**src/rtl/olink_reset_seq.sv**
```systemverilog
// Purpose: ordered reset sequencer for QPLL, link MMCM and GTX, with lock timeouts and bounded retries.
// Latency: outputs are registered alongside the state register; link_valid reaches the FSM 2 cycles late.
// Backpressure: none; inputs are level conditions. Option macro OLINK_RESEQ_AUTORECOVER_EN makes link loss in READY retry instead of failing.
module olink_reset_seq #(
  parameter int RST_CYCLES   = 16,
  parameter int LOCK_TIMEOUT = 125000,
  parameter int VALID_HOLD   = 1024,
  parameter int MAX_RETRY    = 7
) (
  input  logic       sysClk125,
  input  logic       sysClk125Rst,
  input  logic       restart,
  input  logic       qpll_lock,
  input  logic       qpll_refclklost,
  input  logic       olink_clk_locked,
  input  logic       link_valid,
  output logic       qpll_reset,
  output logic       mmcm_reset,
  output logic       gt_reset,
  output logic       link_ready,
  output logic       seq_fail,
  output logic [2:0] state,
  output logic [3:0] retry_cnt
);

  localparam logic [2:0] QPLL_RST  = 3'd0;
  localparam logic [2:0] QPLL_WAIT = 3'd1;
  localparam logic [2:0] MMCM_RST  = 3'd2;
  localparam logic [2:0] MMCM_WAIT = 3'd3;
  localparam logic [2:0] GT_RST    = 3'd4;
  localparam logic [2:0] LINK_WAIT = 3'd5;
  localparam logic [2:0] READY     = 3'd6;
  localparam logic [2:0] FAIL      = 3'd7;

  // The cycle counter must cover the lock timeout and never be narrower than 17 bits.
  localparam int CNT_W  = ($clog2(LOCK_TIMEOUT + 1) > 17) ? $clog2(LOCK_TIMEOUT + 1) : 17;
  localparam int HOLD_W = ($clog2(VALID_HOLD + 1) > 1) ? $clog2(VALID_HOLD + 1) : 1;

  logic [2:0]        r_state;
  logic [CNT_W-1:0]  r_cnt;
  logic [HOLD_W-1:0] r_hold;
  logic [3:0]        r_retry;
  logic              r_vld_meta;
  logic              r_vld_sync;
  logic              r_qpll_reset;
  logic              r_mmcm_reset;
  logic              r_gt_reset;
  logic              r_link_ready;
  logic              r_seq_fail;

  logic [2:0]        w_nxt_state;
  logic [3:0]        w_nxt_retry;
  logic              w_fault;
  logic              w_rst_done;
  logic              w_cnt_tmo;
  logic              w_hold_done;
  logic              w_retry_ok;
  logic              w_lost_range;
  logic              w_link_lost;

  // Counters compare against "one less" because the counter reads 0 on the first cycle of a state.
  assign w_rst_done   = (r_cnt == CNT_W'(RST_CYCLES - 1));
  assign w_cnt_tmo    = (r_cnt == CNT_W'(LOCK_TIMEOUT - 1));
  assign w_hold_done  = r_vld_sync && (r_hold == HOLD_W'(VALID_HOLD - 1));
  assign w_retry_ok   = (r_retry < 4'(MAX_RETRY));
  assign w_lost_range = (r_state >= QPLL_WAIT) && (r_state <= READY);
  assign w_link_lost  = !qpll_lock || !olink_clk_locked || !r_vld_sync;

  // Next-state selection: restart beats refclk loss, which beats normal advance/timeout.
  always_comb begin
    w_nxt_state = r_state;
    w_nxt_retry = r_retry;
    w_fault     = 1'b0;
    if (restart) begin
      w_nxt_state = QPLL_RST;
      w_nxt_retry = 4'd0;
    end else if (qpll_refclklost && w_lost_range) begin
      w_fault = 1'b1;
    end else begin
      case (r_state)
        QPLL_RST:  if (w_rst_done) w_nxt_state = QPLL_WAIT;
        QPLL_WAIT: begin
          if (qpll_lock)      w_nxt_state = MMCM_RST;
          else if (w_cnt_tmo) w_fault = 1'b1;
        end
        MMCM_RST:  if (w_rst_done) w_nxt_state = MMCM_WAIT;
        MMCM_WAIT: begin
          if (olink_clk_locked) w_nxt_state = GT_RST;
          else if (w_cnt_tmo)   w_fault = 1'b1;
        end
        GT_RST:    if (w_rst_done) w_nxt_state = LINK_WAIT;
        LINK_WAIT: begin
          if (w_hold_done) begin
            w_nxt_state = READY;
            w_nxt_retry = 4'd0;
          end else if (w_cnt_tmo) begin
            w_fault = 1'b1;
          end
        end
        READY: begin
          if (w_link_lost) begin
`ifdef OLINK_RESEQ_AUTORECOVER_EN
            w_fault = 1'b1;
`else
            w_nxt_state = FAIL;
`endif
          end
        end
        default: w_nxt_state = FAIL;
      endcase
    end
    // A fault retries from the top while budget remains, otherwise parks in FAIL.
    if (w_fault) begin
      if (w_retry_ok) begin
        w_nxt_retry = r_retry + 4'd1;
        w_nxt_state = QPLL_RST;
      end else begin
        w_nxt_state = FAIL;
      end
    end
  end

  // Two-flop synchronizer bringing link_valid into the sysClk125 domain.
  always_ff @(posedge sysClk125) begin
    if (sysClk125Rst) begin
      r_vld_meta <= 1'b0;
      r_vld_sync <= 1'b0;
    end else begin
      r_vld_meta <= link_valid;
      r_vld_sync <= r_vld_meta;
    end
  end

  // State, counters and outputs; outputs decode the next state so they line up with r_state.
  always_ff @(posedge sysClk125) begin
    if (sysClk125Rst) begin
      r_state      <= QPLL_RST;
      r_cnt        <= '0;
      r_hold       <= '0;
      r_retry      <= 4'd0;
      r_qpll_reset <= 1'b1;
      r_mmcm_reset <= 1'b1;
      r_gt_reset   <= 1'b1;
      r_link_ready <= 1'b0;
      r_seq_fail   <= 1'b0;
    end else begin
      r_state <= w_nxt_state;
      r_retry <= w_nxt_retry;
      if (restart || (w_nxt_state != r_state)) r_cnt <= '0;
      else                                     r_cnt <= r_cnt + CNT_W'(1);
      if ((r_state == LINK_WAIT) && (w_nxt_state == LINK_WAIT) && !restart && r_vld_sync)
        r_hold <= r_hold + HOLD_W'(1);
      else
        r_hold <= '0;
      r_qpll_reset <= (w_nxt_state == QPLL_RST) || (w_nxt_state == FAIL);
      r_mmcm_reset <= (w_nxt_state <= MMCM_RST) || (w_nxt_state == FAIL);
      r_gt_reset   <= (w_nxt_state <= GT_RST)   || (w_nxt_state == FAIL);
      r_link_ready <= (w_nxt_state == READY);
      r_seq_fail   <= (w_nxt_state == FAIL);
    end
  end

  assign qpll_reset = r_qpll_reset;
  assign mmcm_reset = r_mmcm_reset;
  assign gt_reset   = r_gt_reset;
  assign link_ready = r_link_ready;
  assign seq_fail   = r_seq_fail;
  assign state      = r_state;
  assign retry_cnt  = r_retry;

endmodule

```
**config.mk**
```make
export PLATFORM = sky130hd
export DESIGN_NAME = olink_reset_seq
export DESIGN_NICKNAME = d
export VERILOG_FILES = /design/src/rtl/olink_reset_seq.sv
export SDC_FILE = /design/constraint.sdc
export NUM_CORES = 1
export LEC_CHECK = 0
export ABC_CLOCK_PERIOD_IN_PS = 4700
export BUFFER_PORTS_ARGS = -buffer_cell sky130_fd_sc_hd__buf_2
export CELL_PAD_IN_SITES_DETAIL_PLACEMENT = 0
export CELL_PAD_IN_SITES_GLOBAL_PLACEMENT = 2
export CORE_UTILIZATION = 39
export DETAILED_ROUTE_END_ITERATION = 16
export PLACE_DENSITY_LB_ADDON = 0.25
export SLEW_MARGIN = 5
export SYNTH_ARGS = -nofsm -noshare
export SYNTH_HDL_FRONTEND = slang
export SYNTH_SLANG_ARGS = --single-unit
```
**constraint.sdc**
```tcl
create_clock -name sysClk125 -period 4.7 [get_ports sysClk125]
set_input_delay 0.94 -clock sysClk125 [delete_from_list [all_inputs] [get_ports sysClk125]]
set_output_delay 0.94 -clock sysClk125 [all_outputs]
set_load 0.02 [all_outputs]
```
==> results of run 1 <==
==> flip-flops by register name, summed over array words and instances, names as in the netlist <==
| register | cells |
|---|---|
| retry_cnt | 4 |
| state | 3 |
| r_vld_meta | 1 |
| seq_fail | 1 |
| link_ready | 1 |
| r_cnt | 17 |
| gt_reset | 1 |
| r_vld_sync | 1 |
| mmcm_reset | 1 |
| r_hold | 11 |
| qpll_reset | 1 |
==> how the worst max path moves through the flow <==
stage,from,slack (ns),end,depth (start not counted)
finish,qpll_lock,1.58,r_cnt[12],8
floorplan,qpll_lock,1.80,r_cnt[10],9
CTS,qpll_lock,1.55,r_cnt[15],8
global route,qpll_lock,1.31,r_cnt[12],8
detailed placement,qpll_lock,1.24,r_cnt[15],8
global placement,qpll_lock,1.34,r_cnt[14],8
==> power groups by stage <==
stage	sequential (mW)	combinational (mW)	clock, mW
6_report	0.358	0.0142	0.286
5_1_grt	0.359	0.0160	0.308
4_1_cts	0.358	0.0145	0.297
3_5_place_dp	0.367	0.0145	0
3_3_place_gp	0.367	0.0144	0
2_1_floorplan	0.366	0.00853	0
==> per-stage QoR <==
stage	utilization [%]	area (µm²)	hold WS, ns	power, mW	std cells
after floorplan	-	2090	0.414	0.375	224
after global placement	42.9	2210	0.420	0.381	300
after CTS	45.1	2320	0.453	0.670	308
after global routing	45.1	2320	0.465	0.682	308
after detailed placement	42.9	2210	0.435	0.381	300
final	45.1	2320	0.446	0.658	308
==> critical path, delay by kind of cell <==
kind	cells	cell delay [ns]
compound gates	3	1.08
buf+inv	1	0.11
simple gates	4	1.17
==> layout by cell type, fill, tap and decap left out, types with 5 or more instances in the layout <==
master | netlist | routed
and3_1 | 5 | 5
buf_2 | 3 | 18
clkbuf_8 | 0 | 5
dfxtp_1 | 42 | 42
nand2_1 | 17 | 17
nand3_1 | 15 | 15
nand4_1 | 7 | 7
nor2_1 | 26 | 26
nor3_1 | 5 | 5
nor4_1 | 8 | 8
nor4_2 | 10 | 10
xnor2_1 | 10 | 10
xor2_1 | 15 | 15
==> layer usage <==
metal	share of wire (%)	routed length, µm
met4	0.86	37
met1	52	2250
met3	3.1	134
met5	0	0
met2	44	1890
==> logic make-up after synthesis <==
family	Yosys count	synth area share, %
multiplexers	2	1.02
XOR/XNOR	26	11.3
AND/OR/NAND/NOR	120	35.5
buffers and inverters	17	3.95
AO/OA/AOI/OAI	14	6.17
adder cells (fa/ha/maj)	3	1.80
flip-flops	42	40.3
==> layout make-up <==
cell class	instances	area share (%)
multi-input cells	165	50.3
inverters	4	0.648
clock inverters	2	1.62
well taps	70	3.78
clock buffers	6	3.13
flip-flops and latches	42	36.3
repair buffers	19	4.21
==> flow_metrics.env, run 1 <==
export IMPL_rows=26
export IMPL_h_tree_depth=2
export IMPL_viasPerCell=5.19
export IMPL_seq_area_um2=841
export IMPL_synthArstFlopShare_pct=0
export IMPL_worstRegToRegCells=7
export IMPL_antenna_found_initial=0
export IMPL_initial_utilization_pct=40.6
export IMPL_yosysTopAreaCellShare_pct=40.3
export IMPL_grt_remaining_overflow=0
export IMPL_finalWirelength_um=4310
export IMPL_multi_input_area_um2=1160
export IMPL_route_detailed_drc=0
export IMPL_synth_top_cell_by_area="dfxtp_1"
export IMPL_rr_startpoint="r_cnt[10]"
export IMPL_ant_nets=0
export IMPL_grt_pass1_wl_um=7260
export IMPL_grt_max_degree=21
export IMPL_post_cts_buffers=0
export IMPL_ir_drop_mv=0.129
export IMPL_power_density_nw_per_um2=284
export IMPL_busiest_layer="met2"
export IMPL_regToRegSetupSlack_ns=1.77
export IMPL_layout_nets=247
export IMPL_route_vias_total=1597
export IMPL_diodes=0
export IMPL_portBuffers=18
export IMPL_clock_sinks=42
export IMPL_pwr_share_comb_pct=2.2
export IMPL_critPathMaxStageDelay_ns=0.46
export IMPL_period_share_pct=66.5
export IMPL_postCtsHoldBufs=0
export IMPL_synth_fp_nets=234
export IMPL_worst_hold_path_type="flop to flop"
export IMPL_min_path_cells=1
export IMPL_dieHeight_um=75.2
export IMPL_gr_usage_met1_pct=23.3
export IMPL_finClkSkew_ns=0.00661
export IMPL_clk_latency_ns=0.29
export IMPL_crit_path_max_fanout=17
export IMPL_rsz0062_at_grt="false"
export IMPL_dp_slack_ns=1.24
export IMPL_path_cells="buf_2 -> nor2b_1 -> a2111oi_2 -> o211ai_2 -> a221oi_4 -> or3_1 -> nand4_2 -> nor4_1"
export IMPL_dp_hpwl_um=3040
export IMPL_pwr_share_clk_pct=43.4
export IMPL_cap_violations=0
export IMPL_cp_arrival_ns=3.32
export IMPL_gp_congestion=0.768
export IMPL_drv_slew=0
export IMPL_holdPathEnd="r_vld_sync"
export IMPL_status="finished clean"
export IMPL_syn2layout_area_growth_pct=10.9
export IMPL_grtUsageMet2_pct=27.0
export IMPL_ys_warnings_count=0
export IMPL_setup_violations=0
export IMPL_cts_tree="built"
export IMPL_syn_inst=224
export IMPL_ys_top_cells_by_count="dfxtp_1 (42), nor2_1 (26), nand2_1 (17)"
export IMPL_finalSetupTns_ns=0
export IMPL_sw_frac_of_total_pct=20.9
export IMPL_min_period_ns=3.12
export IMPL_cts_buffers=5
export IMPL_timing_rr_end="r_cnt[12]"
export IMPL_root_buffer="clkbuf_8"
export IMPL_cpMaxStageDelayCell="nand4_2"
export IMPL_path_clk_slew_ns=0.08
export IMPL_relSlewSlack_pct=61.7
export IMPL_track_usage_pct=17.2
export IMPL_yosysMostFrequentCell="dfxtp_1"
export IMPL_final_setup_worst_slack_ns=1.58
export IMPL_finalHoldViolCount=0
export IMPL_clk_path_buf_depth=2
export IMPL_nFillCells=551
export IMPL_ys_ff_latch=42
export IMPL_avgSynthCellArea_um2=9.32
export IMPL_cts_resized=0
export IMPL_power_switching_uw=138
export IMPL_first_pass_iters=4
export IMPL_grt_pass1_vias=1498
export IMPL_worst_pin_slew_ns=0.573
export IMPL_met3_usage_pct=4.02
export IMPL_yosysUniqueCellTypes=47
export IMPL_critPathKind="input port to flop"
export IMPL_core_um2=5140
export IMPL_synth_area_leaders="dfxtp_1 (40%), xor2_1 (6.3%), nor4_2 (6.0%), nor2_1 (4.7%), xnor2_1 (4.2%)"
export IMPL_cp_end_kind="flop"
export IMPL_crit_required_ns=4.89
export IMPL_worst_setup_path_start_kind="input port"
export IMPL_max_freq_mhz=320
export IMPL_dieArea_um2=5650
export IMPL_seq_power_share_pct=54.4
export IMPL_ios=19
export IMPL_p_int_uw=520
export IMPL_synthFlopType="dfxtp_1"
export IMPL_ys_seq_area_share_pct=40.3
export IMPL_wl_per_cell_um=14.0
export IMPL_drt_iter0_markers=77
export IMPL_synth_edff_count=0
export IMPL_syn_area_um2=2090
export IMPL_drive_above_1_share_pct=19.7
export IMPL_hold_start="r_vld_meta"
export IMPL_p_leak_nw=0.776
export IMPL_die_w_um=75.2
Note: power is estimated with default switching activity, not from simulation.
==> run 2, diff against run 1 <==
--- a/config.mk
+++ b/config.mk
@@ -5,11 +5,11 @@
 export SDC_FILE = /design/constraint.sdc
 export NUM_CORES = 1
 export LEC_CHECK = 0
-export ABC_CLOCK_PERIOD_IN_PS = 4700
+export ABC_CLOCK_PERIOD_IN_PS = 3000
 export BUFFER_PORTS_ARGS = -buffer_cell sky130_fd_sc_hd__buf_2
 export CELL_PAD_IN_SITES_DETAIL_PLACEMENT = 0
 export CELL_PAD_IN_SITES_GLOBAL_PLACEMENT = 2
-export CORE_UTILIZATION = 39
+export CORE_UTILIZATION = 37
 export DETAILED_ROUTE_END_ITERATION = 16
 export PLACE_DENSITY_LB_ADDON = 0.25
 export SLEW_MARGIN = 5
==> constraint.sdc (replaced) <==
create_clock -name sysClk125 -period 3 [get_ports sysClk125]
set_input_delay 0.6 -clock sysClk125 [delete_from_list [all_inputs] [get_ports sysClk125]]
set_output_delay 0.6 -clock sysClk125 [all_outputs]
set_load 0.02 [all_outputs]
==> flow_metrics.env, run 2 (same netlist as run 1, synthesis figures left out) <==
export IMPL_crit_end="retry_cnt[0]"
export IMPL_syn2layout_area_growth_pct=13.6
export IMPL_ant_nets=0
export IMPL_grt_remaining_overflow=0
export IMPL_post_dp_cell_area_um2=2270
export IMPL_cts_buffers=5
export IMPL_clk_latency_ns=0.30
export IMPL_p_leak_nw=0.810
export IMPL_route_vias_total=1634
export IMPL_clock_sinks=42
export IMPL_rr_startpoint="state[1]"
export IMPL_critPathKind="flop to flop"
export IMPL_finClkSkew_ns=0.00803
export IMPL_first_pass_iters=4
export IMPL_dp_hpwl_um=3110
export IMPL_cts_tree="built"
export IMPL_grt_pass1_vias=1598
export IMPL_drive_above_1_share_pct=22.4
export IMPL_path_clk_slew_ns=0.09
export IMPL_clk_path_buf_depth=2
export IMPL_finalHoldViolCount=0
export IMPL_regToRegSetupSlack_ns=0.38
export IMPL_grt_pass1_wl_um=7940
export IMPL_worst_pin_slew_ns=0.648
export IMPL_relSlewSlack_pct=56.8
export IMPL_route_detailed_drc=0
export IMPL_final_cells=315
export IMPL_largest_reg_flops=17
export IMPL_status="finished clean"
export IMPL_finalWirelength_um=4390
export IMPL_portBuffers=18
export IMPL_cp_arrival_ns=2.86
export IMPL_seq_area_um2=841
export IMPL_multi_input_area_um2=1180
export IMPL_nFillCells=558
export IMPL_max_freq_mhz=382
export IMPL_period_share_pct=87.3
export IMPL_gp_congestion=0.742
export IMPL_top_register="r_cnt"
export IMPL_grt_max_degree=21
export IMPL_rows=26
export IMPL_dpl_cell_count=307
export IMPL_worst_hold_path_type="flop to flop"
export IMPL_setup_violations=0
export IMPL_cap_violations=0
export IMPL_root_buffer="clkbuf_8"
export IMPL_layout_common_cells="dfxtp_1 (42), nor2_1 (26), buf_2 (18)"
export IMPL_crit_required_ns=3.24
export IMPL_h_tree_depth=2
export IMPL_stdcell_area_um2=2370
export IMPL_core_um2=5270
export IMPL_crit_path_max_fanout=13
export IMPL_track_usage_pct=16.9
export IMPL_hold_ws_ns=0.446
export IMPL_postCtsHoldBufs=0
export IMPL_min_period_ns=2.62
export IMPL_crit_start="state[1]"
export IMPL_viasPerCell=5.19
export IMPL_worstRegToRegCells=8
export IMPL_die_w_um=77.1
export IMPL_wl_per_cell_um=13.9
export IMPL_finalSetupTns_ns=0
export IMPL_ir_drop_mv=0.239
export IMPL_ios=19
export IMPL_antenna_found_initial=0
export IMPL_power_density_nw_per_um2=402
export IMPL_dieHeight_um=77.1
export IMPL_cp_end_kind="flop"
export IMPL_dieArea_um2=5950
export IMPL_drv_slew=0
export IMPL_layout_commonest_cell="dfxtp_1"
export IMPL_power_uw=953
export IMPL_initial_utilization_pct=39.6
export IMPL_layout_nets=254
export IMPL_diodes=0
export IMPL_drt_iter0_markers=144
export IMPL_worst_setup_path_start_kind="flop"
export IMPL_rsz0062_at_grt="false"
export IMPL_timing_rr_end="retry_cnt[0]"
run 2: report_power, final:
group / switching, mW / leakage [nW] / internal, mW
clock network: 0.205 / 0.0441 / 0.164
registers: 0.00180 / 0.339 / 0.559
logic: 0.0154 / 0.427 / 0.00756
total: 0.222 / 0.810 / 0.730
run 2: how the worst min path moves through the flow:
stage	to	cells past startpoint	start
after floorplan	r_vld_sync	1	r_vld_meta
after global placement	r_vld_sync	1	r_vld_meta
after detailed placement	r_vld_sync	1	r_vld_meta
after CTS	r_vld_sync	1	r_vld_meta
after global routing	r_vld_sync	1	r_vld_meta
final	r_vld_sync	1	r_vld_meta
run 2: layout make-up:
type | count | share of cell area (%)
flip-flops and latches | 42 | 35.4
well taps | 70 | 3.69
clock inverters | 3 | 0.897
inverters | 4 | 0.633
repair buffers | 26 | 6.86
multi-input cells | 165 | 49.6
clock buffers | 5 | 2.90
run 2: stage by stage:
step | setup WS [ns] | utilization [%]
after floorplan | 0.440 | -
after global placement | 0.0591 | 43.1
after detailed placement | 0.0167 | 43.1
after CTS | 0.174 | 44.8
after global routing | 0.100 | 45.0
final | 0.380 | 45.0
run 2: routing by layer:
layer / part of all wire, % / up-vias / track usage [%]
met5: 0 / - / 0
met4: 1.4 / 0 / 6.23
met3: 3.3 / 7 / 3.57
met2: 42 / 21 / 24.2
met1: 54 / 759 / 24.6
li1: - / 847 / -
run 2: repair_timing:
| action | in CTS | in global routing |
|---|---|---|
| setup buffers | 0 | 0 |
| resized for setup | 0 | 1 |
| endpoints found under the setup margin | 0 | 17 |
run 2: worst max-delay path, stage by stage (launching register included):
cell,delay (ns)
dfxtp_1,0.60
nor2b_1,0.11
a2111oi_2,0.42
o211ai_2,0.19
a221oi_4,0.28
buf_4,0.21
nor2b_1,0.30
mux2_2,0.37
nor2_1,0.08
==> run 3, diff against run 2 <==
--- a/config.mk
+++ b/config.mk
@@ -9,7 +9,8 @@
 export BUFFER_PORTS_ARGS = -buffer_cell sky130_fd_sc_hd__buf_2
 export CELL_PAD_IN_SITES_DETAIL_PLACEMENT = 0
 export CELL_PAD_IN_SITES_GLOBAL_PLACEMENT = 2
-export CORE_UTILIZATION = 37
+export CORE_UTILIZATION = 38
+export CTS_BUF_LIST = sky130_fd_sc_hd__clkbuf_4
 export DETAILED_ROUTE_END_ITERATION = 16
 export PLACE_DENSITY_LB_ADDON = 0.25
 export SLEW_MARGIN = 5
==> flow_metrics.env, run 3 (same netlist as run 1, synthesis figures left out) <==
export IMPL_die_w_um=76.1
export IMPL_h_tree_depth=2
export IMPL_worst_hold_path_type="input port to flop"
export IMPL_clk_latency_ns=0.35
export IMPL_first_pass_iters=4
export IMPL_layout_common_cells="dfxtp_1 (42), nor2_1 (26), buf_2 (18)"
export IMPL_portBuffers=18
export IMPL_dp_hpwl_um=3030
export IMPL_final_cells=316
export IMPL_top_register="r_cnt"
export IMPL_cts_buffers=5
export IMPL_cp_arrival_ns=2.80
export IMPL_grt_pass1_vias=1575
export IMPL_rr_startpoint="r_hold[0]"
export IMPL_worst_pin_slew_ns=0.663
export IMPL_critPathMaxStageDelay_ns=0.48
export IMPL_initial_utilization_pct=40.1
export IMPL_dp_slack_ns=-0.0205
export IMPL_finalHoldViolCount=0
export IMPL_ios=19
export IMPL_stdcell_area_um2=2350
export IMPL_clock_sinks=42
export IMPL_wl_per_cell_um=13.4
export IMPL_layout_nets=255
export IMPL_drv_slew=0
export IMPL_core_um2=5200
export IMPL_cp_end_kind="flop"
export IMPL_ir_drop_mv=0.217
export IMPL_path_clk_slew_ns=0.14
export IMPL_cts_tree="built"
export IMPL_p_leak_nw=0.802
export IMPL_setup_violations=0
export IMPL_drive_above_1_share_pct=22.8
export IMPL_grt_pass1_wl_um=7550
export IMPL_hold_start="link_valid"
export IMPL_relSlewSlack_pct=55.8
export IMPL_timing_rr_end="r_cnt[2]"
export IMPL_dpl_cell_count=308
export IMPL_final_setup_worst_slack_ns=0.414
export IMPL_route_vias_total=1615
export IMPL_cpMaxStageDelayCell="or4_1"
export IMPL_grt_remaining_overflow=0
export IMPL_root_buffer="clkbuf_4"
export IMPL_critPathKind="flop to flop"
export IMPL_drt_iter0_markers=61
export IMPL_largest_reg_flops=17
export IMPL_crit_path_max_fanout=17
export IMPL_crit_family="simple AND/OR/NAND/NOR gates"
export IMPL_diodes=0
export IMPL_worst_setup_path_start_kind="flop"
export IMPL_path_cells="ha_1 -> nand3_1 -> o31a_1 -> o211ai_2 -> a221oi_4 -> buf_4 -> or4_1 -> nand4_2 -> buf_12 -> nor4_1"
export IMPL_grt_max_degree=21
export IMPL_syn2layout_area_growth_pct=12.5
export IMPL_min_period_ns=2.59
export IMPL_route_detailed_drc=0
export IMPL_regToRegSetupSlack_ns=0.41
export IMPL_finalSetupTns_ns=0
export IMPL_period_share_pct=86.2
export IMPL_dieArea_um2=5800
export IMPL_holdPathEnd="r_vld_meta"
export IMPL_worstRegToRegCells=10
export IMPL_crit_buf_inv=2
export IMPL_crit_required_ns=3.21
export IMPL_gp_congestion=0.758
export IMPL_power_uw=874
export IMPL_track_usage_pct=16.2
export IMPL_dieHeight_um=76.1
export IMPL_layout_commonest_cell="dfxtp_1"
export IMPL_finalWirelength_um=4230
export IMPL_post_cts_buffers=0
export IMPL_cap_violations=0
export IMPL_min_path_cells=2
export IMPL_ant_nets=0
export IMPL_power_density_nw_per_um2=372
export IMPL_postCtsHoldBufs=0
export IMPL_hold_ws_ns=0.454
export IMPL_viasPerCell=5.11
export IMPL_rows=26
export IMPL_rsz0062_at_grt="false"
export IMPL_finClkSkew_ns=0.0162
export IMPL_post_dp_cell_area_um2=2280
export IMPL_antenna_found_initial=0
export IMPL_max_freq_mhz=387
export IMPL_final_util_pct=45.1
export IMPL_status="finished clean"
export IMPL_clk_path_buf_depth=2
[run 3: changes by cell type in the layout (fill, tap and decap cells not counted)]
cell and change:
clkbuf_4 +5, clkbuf_8 -5, buf_4 +1
[run 3: cell type report]
cell class / instances / area [µm²]
clock inverter: 3 / 21.3
sequential: 42 / 841
inverter: 4 / 15.0
timing repair buffer: 27 / 170
tap: 70 / 87.6
multi-input combinational: 165 / 1180
fill: 546 / 2860
clock buffer: 5 / 37.5
[run 3: power breakdown]
group          internal [mW]  leakage (nW)  switching, mW
combinational        0.00753         0.432         0.0152
clock                 0.0914        0.0312          0.198
sequential             0.560         0.339        0.00177
total                  0.659         0.802          0.215
[run 3: how the worst max path moves through the flow]
stage | startpoint | to | slack [ns] | cells after the start
after detailed placement | qpll_lock | r_cnt[13] | -0.02 | 8
after global placement | qpll_lock | r_cnt[15] | 0.1 | 8
after global routing | r_hold[0] | r_cnt[3] | 0.20 | 10
after floorplan | qpll_lock | r_cnt[10] | 0.44 | 9
after CTS | r_cnt[9] | r_cnt[4] | 0.17 | 7
final | r_hold[0] | r_cnt[2] | 0.41 | 10
[run 3: worst reg2reg max path: cells and delay by family, from the launching register on]
family,cells,cell delay [ns]
AO/OA/AOI/OAI,3,0.69
flip-flops,1,0.38
adder cells (fa/ha/maj),1,0.25
buffers and inverters,2,0.35
AND/OR/NAND/NOR,4,0.78
[run 3: metal layers]
metal | vias to the layer above | global-route usage [%] | share of wire [%]
met1 | 747 | 22.2 | 53
met5 | - | 0 | 0
li1 | 852 | - | -
met4 | 0 | 4.04 | 0.73
met3 | 4 | 4.31 | 2.0
met2 | 12 | 25.2 | 45
[run 3: timing repair]
item / in CTS / in global routing
hold endpoints to repair: 0 / 0
gates resized for setup: 0 / 1
endpoints found under the setup margin: 0 / 2
